File: config.mk
export PLATFORM = sky130hd
export DESIGN_NAME = store_buffer
export DESIGN_NICKNAME = d
export VERILOG_FILES = /design/src/rtl/store_buffer_pkg.sv /design/src/rtl/sb_match_youngest.sv /design/src/rtl/store_buffer.sv
export SDC_FILE = /design/constraint.sdc
export NUM_CORES = 1
export LEC_CHECK = 0
export CORE_MARGIN = 10
export CORE_UTILIZATION = 45
export CTS_BUF_LIST = sky130_fd_sc_hd__clkbuf_4
export DETAILED_ROUTE_END_ITERATION = 10
export MAX_ROUTING_LAYER = met4
export PLACE_DENSITY = 0.64
export SLEW_MARGIN = 20
export SYNTH_ARGS = -nofsm -noshare
export SYNTH_HDL_FRONTEND = slang
export SYNTH_SLANG_ARGS = --single-unit
File: constraint.sdc
create_clock -name i_clk -period 11.7 [get_ports i_clk]
set_clock_uncertainty 0.15 [all_clocks]
set_input_delay 1.755 -clock i_clk [delete_from_list [all_inputs] [get_ports i_clk]]
set_output_delay 1.755 -clock i_clk [all_outputs]
set_load 0.02 [all_outputs]
File: src/rtl/store_buffer_pkg.sv
// Shared widths, RiSC-16 memory size and memory-port mode encoding for the store buffer.
// Optional store coalescing is enabled by defining STORE_BUF_COALESCE_EN.
package store_buffer_pkg;
  localparam int unsigned SB_WORD_LEN      = 16;
  localparam int unsigned SB_ADDR_LEN      = 10;
  localparam int unsigned SB_DEPTH         = 4;
  localparam int unsigned RISC16_MEM_WORDS = 1 << SB_ADDR_LEN;

  typedef enum logic [1:0] {
    SB_IDLE  = 2'd0,
    SB_DRAIN = 2'd1,
    SB_LOAD  = 2'd2
  } sb_port_e;
endpackage

File: src/rtl/sb_match_youngest.sv
// Compares an address against every valid entry and selects the youngest match,
// walking entries oldest-to-youngest starting from the head pointer.
module sb_match_youngest
  import store_buffer_pkg::*;
#(
  parameter int unsigned p_WORD_LEN = SB_WORD_LEN,
  parameter int unsigned p_ADDR_LEN = SB_ADDR_LEN,
  parameter int unsigned p_DEPTH    = SB_DEPTH
) (
  input  logic [p_ADDR_LEN-1:0]                i_addr,
  input  logic [$clog2(p_DEPTH)-1:0]           i_head,
  input  logic [p_DEPTH-1:0]                   i_valid,
  input  logic [p_DEPTH-1:0][p_ADDR_LEN-1:0]   i_addrs,
  input  logic [p_DEPTH-1:0][p_WORD_LEN-1:0]   i_data,
  output logic                                 o_hit,
  output logic [$clog2(p_DEPTH)-1:0]           o_idx,
  output logic [p_WORD_LEN-1:0]                o_data
);
  localparam int unsigned PW = $clog2(p_DEPTH);

  // Later (younger) matches overwrite earlier ones; pointer wrap is free since depth is 2^n.
  always_comb begin
    logic [PW-1:0] v_idx;
    v_idx  = '0;
    o_hit  = 1'b0;
    o_idx  = '0;
    o_data = '0;
    for (int unsigned age = 0; age < p_DEPTH; age++) begin
      v_idx = i_head + PW'(age);
      if (i_valid[v_idx] && (i_addrs[v_idx] == i_addr)) begin
        o_hit  = 1'b1;
        o_idx  = v_idx;
        o_data = i_data[v_idx];
      end
    end
  end
endmodule

File: src/rtl/store_buffer.sv
// Posted-write store buffer in front of mem_data: FIFO of retired stores, load forwarding,
// load-priority memory port mux. Define STORE_BUF_COALESCE_EN to merge same-address stores.
module store_buffer
  import store_buffer_pkg::*;
#(
  parameter int unsigned p_WORD_LEN = SB_WORD_LEN,
  parameter int unsigned p_ADDR_LEN = SB_ADDR_LEN,
  parameter int unsigned p_DEPTH    = SB_DEPTH
) (
  input  logic                           i_clk,
  input  logic                           i_rst_n,
  input  logic                           i_st_valid,
  input  logic [p_ADDR_LEN-1:0]          i_st_addr,
  input  logic [p_WORD_LEN-1:0]          i_st_data,
  output logic                           o_st_ready,
  input  logic                           i_ld_valid,
  input  logic [p_ADDR_LEN-1:0]          i_ld_addr,
  output logic                           o_ld_hit,
  output logic [p_WORD_LEN-1:0]          o_ld_data,
  output logic                           o_mem_wr_en,
  output logic [p_ADDR_LEN-1:0]          o_mem_addr,
  output logic [p_WORD_LEN-1:0]          o_mem_wr_data,
  output logic [$clog2(p_DEPTH+1)-1:0]   o_count,
  output logic                           o_empty,
  output logic                           o_full
);
  localparam int unsigned PW = $clog2(p_DEPTH);
  localparam int unsigned CW = $clog2(p_DEPTH + 1);

  logic [PW-1:0]                       r_head;
  logic [PW-1:0]                       r_tail;
  logic [CW-1:0]                       r_count;
  logic [p_DEPTH-1:0]                  r_valid;
  logic [p_DEPTH-1:0][p_ADDR_LEN-1:0]  r_addr;
  logic [p_DEPTH-1:0][p_WORD_LEN-1:0]  r_data;

  sb_port_e             w_port;
  logic                 w_drain;
  logic                 w_push;
  logic                 w_alloc;
  logic                 w_merge;
  logic [PW-1:0]        w_merge_idx;
  logic                 w_fwd_hit;
  logic [PW-1:0]        w_fwd_idx;
  logic [p_WORD_LEN-1:0] w_fwd_data;
  logic                 w_unused;

  assign o_count = r_count;
  assign o_empty = (r_count == CW'(0));
  assign o_full  = (r_count == CW'(p_DEPTH));

  sb_match_youngest #(
    .p_WORD_LEN (p_WORD_LEN),
    .p_ADDR_LEN (p_ADDR_LEN),
    .p_DEPTH    (p_DEPTH)
  ) u_fwd_match (
    .i_addr  (i_ld_addr),
    .i_head  (r_head),
    .i_valid (r_valid),
    .i_addrs (r_addr),
    .i_data  (r_data),
    .o_hit   (w_fwd_hit),
    .o_idx   (w_fwd_idx),
    .o_data  (w_fwd_data)
  );

  assign o_ld_hit  = w_fwd_hit;
  assign o_ld_data = w_fwd_data;

  // Port owner: a load always wins, otherwise drain the head entry if one exists.
  always_comb begin
    w_port = SB_IDLE;
    if (i_ld_valid) begin
      w_port = SB_LOAD;
    end else if (!o_empty) begin
      w_port = SB_DRAIN;
    end
  end

  assign w_drain = (w_port == SB_DRAIN);

  always_comb begin
    o_mem_wr_en   = 1'b0;
    o_mem_addr    = o_empty ? '0 : r_addr[r_head];
    o_mem_wr_data = o_empty ? '0 : r_data[r_head];
    case (w_port)
      SB_LOAD:  o_mem_addr  = i_ld_addr;
      SB_DRAIN: o_mem_wr_en = 1'b1;
      default:  ;
    endcase
  end

  assign w_push = i_st_valid && o_st_ready;

`ifdef STORE_BUF_COALESCE_EN
  logic [p_DEPTH-1:0]    w_coal_valid;
  logic                  w_coal_hit;
  logic [PW-1:0]         w_coal_idx;
  logic [p_WORD_LEN-1:0] w_coal_data;

  // The head leaving this cycle must not absorb a new store; its write is already in flight.
  always_comb begin
    w_coal_valid = r_valid;
    if (w_drain) begin
      w_coal_valid[r_head] = 1'b0;
    end
  end

  sb_match_youngest #(
    .p_WORD_LEN (p_WORD_LEN),
    .p_ADDR_LEN (p_ADDR_LEN),
    .p_DEPTH    (p_DEPTH)
  ) u_coal_match (
    .i_addr  (i_st_addr),
    .i_head  (r_head),
    .i_valid (w_coal_valid),
    .i_addrs (r_addr),
    .i_data  (r_data),
    .o_hit   (w_coal_hit),
    .o_idx   (w_coal_idx),
    .o_data  (w_coal_data)
  );

  assign o_st_ready  = !o_full || w_coal_hit;
  assign w_alloc     = w_push && !w_coal_hit;
  assign w_merge     = w_push && w_coal_hit;
  assign w_merge_idx = w_coal_idx;
  assign w_unused    = ^{w_fwd_idx, w_coal_data};
`else
  assign o_st_ready  = !o_full;
  assign w_alloc     = w_push;
  assign w_merge     = 1'b0;
  assign w_merge_idx = '0;
  assign w_unused    = ^w_fwd_idx;
`endif

  // Entry storage, pointers and occupancy.
  always_ff @(posedge i_clk or negedge i_rst_n) begin
    if (!i_rst_n) begin
      r_head  <= '0;
      r_tail  <= '0;
      r_count <= '0;
      r_valid <= '0;
      r_addr  <= '0;
      r_data  <= '0;
    end else begin
      if (w_drain) begin
        r_valid[r_head] <= 1'b0;
        r_head          <= r_head + PW'(1);
      end
      if (w_alloc) begin
        r_valid[r_tail] <= 1'b1;
        r_addr[r_tail]  <= i_st_addr;
        r_data[r_tail]  <= i_st_data;
        r_tail          <= r_tail + PW'(1);
      end
      if (w_merge) begin
        r_data[w_merge_idx] <= i_st_data;
      end
      r_count <= r_count + CW'(w_alloc) - CW'(w_drain);
    end
  end
endmodule

==> results of run 1 <==
## cells in the final DEF, fill, tap and decap left out, types with 3 or more instances in the layout
master	count
mux4_1	11
xor2_1	7
nand4_1	3
nor2b_1	15
nand3_1	5
nand2_1	66
o21ai_1	13
mux4_2	46
or2_2	3
ha_1	9
dfrtp_1	113
a21oi_1	21
a211oi_1	14
buf_4	6
inv_1	10
mux2i_1	34
and2_1	3
o21ai_0	24
clkinv_4	5
and3_1	14
mux2_2	127
o211ai_1	5
buf_6	3
a22o_1	7
a21o_1	12
clkbuf_4	17
a221o_1	3
nor2_1	23
clkdlybuf4s50_1	88
nand2_2	4
a21o_2	3
xnor2_1	35
inv_6	4
## area by class of cell
class                   instances  area (um^2)  share of cell area, %
repair buffers                 97          960                   9.75
multi-input cells             548         5360                   54.5
clock buffers                  17          128                   1.30
flip-flops and latches        115         2880                   29.3
inverters                      11         41.3                  0.419
well taps                     234          293                   2.97
clock inverters                15          174                   1.77
diodes                          1         2.50                 0.0254
## logic make-up (layout without fill, tap and decap cells)
group / after synthesis / count (layout)
AO/OA/AOI/OAI: 117 / 117
XOR/XNOR: 45 / 45
adder cells (fa/ha/maj): 11 / 11
buffers and inverters: 71 / 140
flip-flops: 115 / 115
multiplexers: 224 / 224
other: 0 / 1
AND/OR/NAND/NOR: 151 / 151
## sequential cells by signal, summed over array words and instances (netlist names)
signal	flops
r_head	2
r_data	64
o_count	3
r_valid	4
r_tail	2
r_addr	40
## worst max-delay path: stages, from the launching register on
cell,delay [ns]
dfrtp_4,0.98
inv_1,0.34
ha_4,1.01
mux4_2,0.62
xor2_1,0.27
a21oi_1,0.07
and2_1,0.43
a2111oi_4,0.71
buf_6,0.25
a211oi_1,0.08
o21ai_0,0.19
clkdlybuf4s50_1,0.65
## metal layers
| metal | vias to the layer above | GRT usage, % | share of wire, % |
|---|---|---|---|
| met5 | - | - | 0 |
| met4 | 0 | 5.43 | 1.3 |
| met3 | 25 | 3.62 | 4.2 |
| met2 | 184 | 33.0 | 52 |
| met1 | 3331 | 24.2 | 43 |
| li1 | 2870 | - | - |
## power by group
part | switching [mW] | internal (mW) | leakage [nW] | total, mW
clock network | 0.179 | 0.133 | 0.161 | 0.312
logic | 1.01 | 1.13 | 2.56 | 2.14
registers | 0.265 | 0.604 | 1.36 | 0.869
## worst max path at each step
stage	end	start	slack [ns]	cells after the start
after global routing	o_ld_data[0]	r_head[0]	3.20	11
after floorplan	o_ld_data[0]	i_ld_addr[2]	5.98	9
final	o_ld_data[0]	r_head[0]	3.61	11
after CTS	o_ld_data[15]	r_head[0]	3.08	10
after detailed placement	o_ld_data[15]	r_head[0]	3.71	10
after global placement	o_ld_data[15]	r_head[0]	3.89	10
## through the flow
| stage | setup WS (ns) | std cells |
|---|---|---|
| 3_5_place_dp | 3.71 | 1003 |
| 2_1_floorplan | 5.98 | 734 |
| 6_report | 3.61 | 1038 |
| 3_3_place_gp | 3.89 | 1002 |
| 5_1_grt | 3.20 | 1038 |
| 4_1_cts | 3.08 | 1035 |
==> flow_metrics.py, run 1 <==
metrics = {
    "grt": {
        "globalRouteOverflowTotal": 0,
        "antenna_found_initial": 1,
        "grt_max_degree": 83,
        "grt_pass1_vias": 6758,
        "track_usage_pct": 19.8,
        "grt_pass1_wl_um": 37600,
    },
    "worst_setup_path": {
        "crit_required_ns": 9.80,
        "startpoint_type": "flop",
        "worstPathArrival_ns": 6.19,
        "path_class": "flop to output pin",
        "ff2ff_setup_slack_ns": 8.64,
        "end_kind": "output pin",
        "worstPathMaxFanout": 62,
        "reg2reg_depth": 10,
        "r2r-end": "o_count[2]",
        "rr_startpoint": "o_count[1]",
    },
    "cts": {
        "htree_levels": 4,
        "cts.sinks": 115,
        "tritoncts": "yes",
        "path_clk_slew_ns": 0.12,
        "cts_hold_buf": 0,
        "root_buffer": "clkbuf_4",
        "post_cts_buffers": 0,
        "numCtsBuffers": 17,
        "cts_buffer_depth": 2,
        "cts_resized": 0,
        "insertion_delay_ns": 0.54,
    },
    "worst_hold_path": {
        "hp-class": "flop to flop",
        "whs_path_depth": 2,
        "hp-start": "r_valid[3]",
        "hold-path-endpoint": "r_valid[3]",
    },
    "floorplan": {
        "die_w_um": 158,
        "rows": 50,
        "initial_core_util_pct": 45.9,
        "die_y_um": 158,
        "die_area_um2": 25100,
        "core_um2": 18800,
        "boundaryPins": 90,
    },
    "placed_design": {
        "dpl.hpwl_um": 15600,
        "io_buffers": 89,
        "place_area_um2": 9510,
        "place_congestion": 0.987,
    },
    "timing": {
        "fin_crit_sh_pct": 69.2,
        "timing.fmax_ghz": 0.124,
        "maxSlewViolCount": 0,
        "setup_violations": 0,
        "tightestPinTransition_ns": 0.966,
        "setup_tns_ns": 0,
        "rsz0062_at_grt": "false",
        "fin_crit_ns": 8.09,
        "maxSlewHeadroom_pct": 35.6,
        "hold_slack_ns": 0.405,
        "timing.final.hold_violations": 0,
    },
    "logic_synthesis": {
        "yosys.area_share.simple_pct": 8.82,
        "synth_most_common_cell": "mux2_2",
        "syn-num-nets": 785,
        "synth.distinct_cells": 65,
        "synth-seq-cells": 115,
        "ys_seq_area_share_pct": 33.4,
        "async_reset_ff_share_pct": 100,
        "synth_xor_area_share_pct": 4.83,
        "synthAdderAreaFrac_pct": 1.68,
        "synth_compound_area_share_pct": 9.23,
        "yosys-mux-area-fraction_pct": 37.2,
        "ys_top_cells_by_count": "mux2_2, dfrtp_1, nand2_1, mux4_2, xnor2_1",
        "synth_edf_count": 0,
        "yosys.area.top_type": "dfrtp_1",
        "synth_top_family_by_area": "multiplexers",
        "syn_avg_cell_area_um2": 11.7,
        "syn_inst": 734,
        "synth_area_leaders": "dfrtp_1, mux2_2, mux4_2",
        "synthesis.area_um2": 8620,
        "synthFlopType": "dfrtp_1",
        "synth_warnings": 0,
        "yosys.area.top_type_share_pct": 33.4,
    },
    "routing": {
        "routed-via-count": 6410,
        "dr.pass1.iters": 5,
        "wirelength_um": 23500,
        "drt-initial-drc-count": 352,
        "wl_per_cell_um": 22.7,
        "postRouteAntennaNets": 0,
        "vias_per_cell": 6.18,
        "drc": 0,
    },
    "layout": {
        "nets": 841,
        "fillCellCount": 1617,
        "syn_to_final_growth_pct": 14.2,
        "drive_gt1_share_pct": 30.6,
        "design_area_um2": 9840,
        "postLayoutCoreUtil_pct": 52.4,
    },
    "pwr": {
        "max-vdd-ir-drop_v": 0.000192,
        "leakagePower_nw": 4.08,
        "p_total_mw": 3.32,
        "powerDensity_nw_per_um2": 337,
    },
    "run": {
        "max-cap-violations": 0,
    },
    "run_status": {
        "outcome": "complete, no violations",
    },
}
Power figures use the tool's default switching activity.
==> run 2: changes to the inputs <==
- clock period: 11.7 -> 7.7 ns (I/O delays scaled with it)
==> run 2 against run 1 <==
Critical path depth up 1. Total power up 55%. Register-to-register slack worse by 4.0 ns. Worst hold slack worse by 0.0059 ns. Final cell count up 0.48%. Sequential power up 43%. Routed wire length down 0.18%. Critical path type unchanged. Largest cell class unchanged.
==> flow_metrics.py, run 2 (synthesis results as in run 1) <==
metrics = {
    "run_status": {
        "outcome": "complete, no violations",
    },
    "floorplan": {
        "die_w_um": 158,
        "die_y_um": 158,
        "core_um2": 18800,
        "initial_core_util_pct": 45.9,
        "die_area_um2": 25100,
        "rows": 50,
        "boundaryPins": 90,
    },
    "grt": {
        "grt_pass1_vias": 6508,
        "antenna_found_initial": 1,
        "grt_max_degree": 78,
        "grt_pass1_wl_um": 37300,
        "track_usage_pct": 19.7,
        "globalRouteOverflowTotal": 0,
    },
    "pwr": {
        "p_comb_share_pct": 65.6,
        "internal_power_mw": 2.91,
        "powerDensity_nw_per_um2": 519,
        "p_total_mw": 5.14,
        "swShare_pct": 43.3,
        "leakagePower_nw": 4.12,
        "max-vdd-ir-drop_v": 0.000294,
        "pwr-share-clk_pct": 10.3,
        "seqPwrFrac_pct": 24.1,
        "power_switching_mw": 2.22,
    },
    "cts": {
        "insertion_delay_ns": 0.55,
        "cts_buffer_depth": 2,
        "cts_resized": 0,
        "htree_levels": 4,
        "cts.sinks": 115,
        "post_cts_buffers": 0,
        "tritoncts": "yes",
        "root_buffer": "clkbuf_4",
        "cts_hold_buf": 0,
        "path_clk_slew_ns": 0.11,
        "numCtsBuffers": 17,
    },
    "timing": {
        "timing.final.hold_violations": 0,
        "maxSlewViolCount": 0,
        "setup_tns_ns": 0,
        "fin_crit_ns": 6.34,
        "timing.fmax_ghz": 0.158,
        "fin_crit_sh_pct": 82.3,
        "rsz0062_at_grt": "false",
        "tightestPinTransition_ns": 1.10,
        "hold_slack_ns": 0.399,
        "maxSlewHeadroom_pct": 26.2,
        "setup_violations": 0,
    },
    "worst_setup_path": {
        "worstPathArrival_ns": 5.03,
        "end_kind": "output pin",
        "crit_path_top_delay_cell": "a2111oi_4",
        "crit_required_ns": 6.39,
        "path_class": "flop to output pin",
        "worstPathMaxFanout": 26,
        "startpoint_type": "flop",
        "worst_path_most_repeated_cell": "buf_4",
        "path_cells": "inv_1 > ha_4 > mux4_2 > xor2_1 > a21oi_1 > and2_1 > buf_4 > a2111oi_4 > buf_4 > a211oi_1 > o21ai_1 > clkdlybuf4s50_1",
        "slowest_delay_ns": 0.74,
    },
    "placed_design": {
        "dpl.cell_count": 1010,
        "io_buffers": 89,
        "dpl.hpwl_um": 15900,
        "place_congestion": 0.877,
    },
    "layout": {
        "final_common_cell": "mux2_2",
        "layout_common_cells": "mux2_2, dfrtp_1, clkdlybuf4s50_1",
        "syn_to_final_growth_pct": 14.8,
        "stdcell_count": 1043,
        "largest_reg_flops": 64,
        "reg_top3": "r_data (64), r_addr (40), r_valid (4)",
        "drive_gt1_share_pct": 30.8,
        "top_register": "r_data",
        "nets": 846,
    },
    "routing": {
        "wl_per_cell_um": 22.5,
        "vias_per_cell": 6.07,
        "dr.pass1.iters": 5,
        "drc": 0,
        "drt-initial-drc-count": 420,
        "routed-via-count": 6335,
        "postRouteAntennaNets": 0,
        "wirelength_um": 23500,
    },
    "worst_hold_path": {
        "hp-class": "flop to flop",
    },
    "run": {
        "max-cap-violations": 0,
    },
}
-- run 2: worst paths after layout --
| check | cells after the start | slack [ns] | startpoint | endpoint |
|---|---|---|---|---|
| setup / recovery | 12 | 1.36 | r_head[0] | o_ld_data[2] |
| hold / removal | 2 | 0.40 | r_valid[3] | r_valid[3] |
| setup reg to reg | 10 | 4.68 | o_count[1] | o_count[2] |
| hold reg to reg | 2 | 0.40 | r_valid[3] | r_valid[3] |
| max in group asynchronous | 2 | 5.84 | i_rst_n | r_head[1] |
| min in group asynchronous | 1 | 0.42 | i_rst_n | r_addr[16] |
-- run 2: final cells by class --
type | instances | area (um^2)
fill | 1634 | 8870
timing repair buffer | 102 | 990
tap | 234 | 293
sequential | 115 | 2880
clock buffer | 17 | 128
inverter | 11 | 41.3
multi-input combinational | 548 | 5360
antenna | 1 | 2.50
clock inverter | 15 | 201
-- run 2: metrics by stage --
step	setup slack (ns)	cell area (um^2)	util, %
2_1_floorplan	2.79	8620	-
3_3_place_gp	1.74	9570	51.0
3_5_place_dp	1.69	9570	51.0
4_1_cts	1.36	9890	52.7
5_1_grt	1.19	9900	52.8
6_report	1.36	9900	52.8
-- run 2: power by group through the flow --
stage / sequential, mW / clock, mW / combinational, mW
global placement: 1.20 / 0 / 3.32
CTS: 1.23 / 0.541 / 3.40
global route: 1.29 / 0.566 / 3.63
finish: 1.24 / 0.530 / 3.37
detailed placement: 1.24 / 0 / 3.37
floorplan: 1.15 / 0 / 2.60
-- run 2: routing by layer --
metal	GRT usage (%)	vias up	share of wire [%]
met5	-	-	0
met4	4.68	0	0.80
met3	3.13	15	4.2
met2	31.4	157	49
met1	26.1	3291	46
li1	-	2872	-
-- run 2: critical path, delay by kind of cell, from the launching register on --
| kind | cells | cell delay [ns] |
|---|---|---|
| buffers and inverters | 4 | 1.36 |
| muxes | 1 | 0.57 |
| AOI/OAI and AO/OA | 4 | 1.12 |
| xor gates and xnor gates | 1 | 0.31 |
| and+or+nand+nor | 1 | 0.17 |
| DFF | 1 | 0.49 |
| adders and majority gates | 1 | 0.46 |
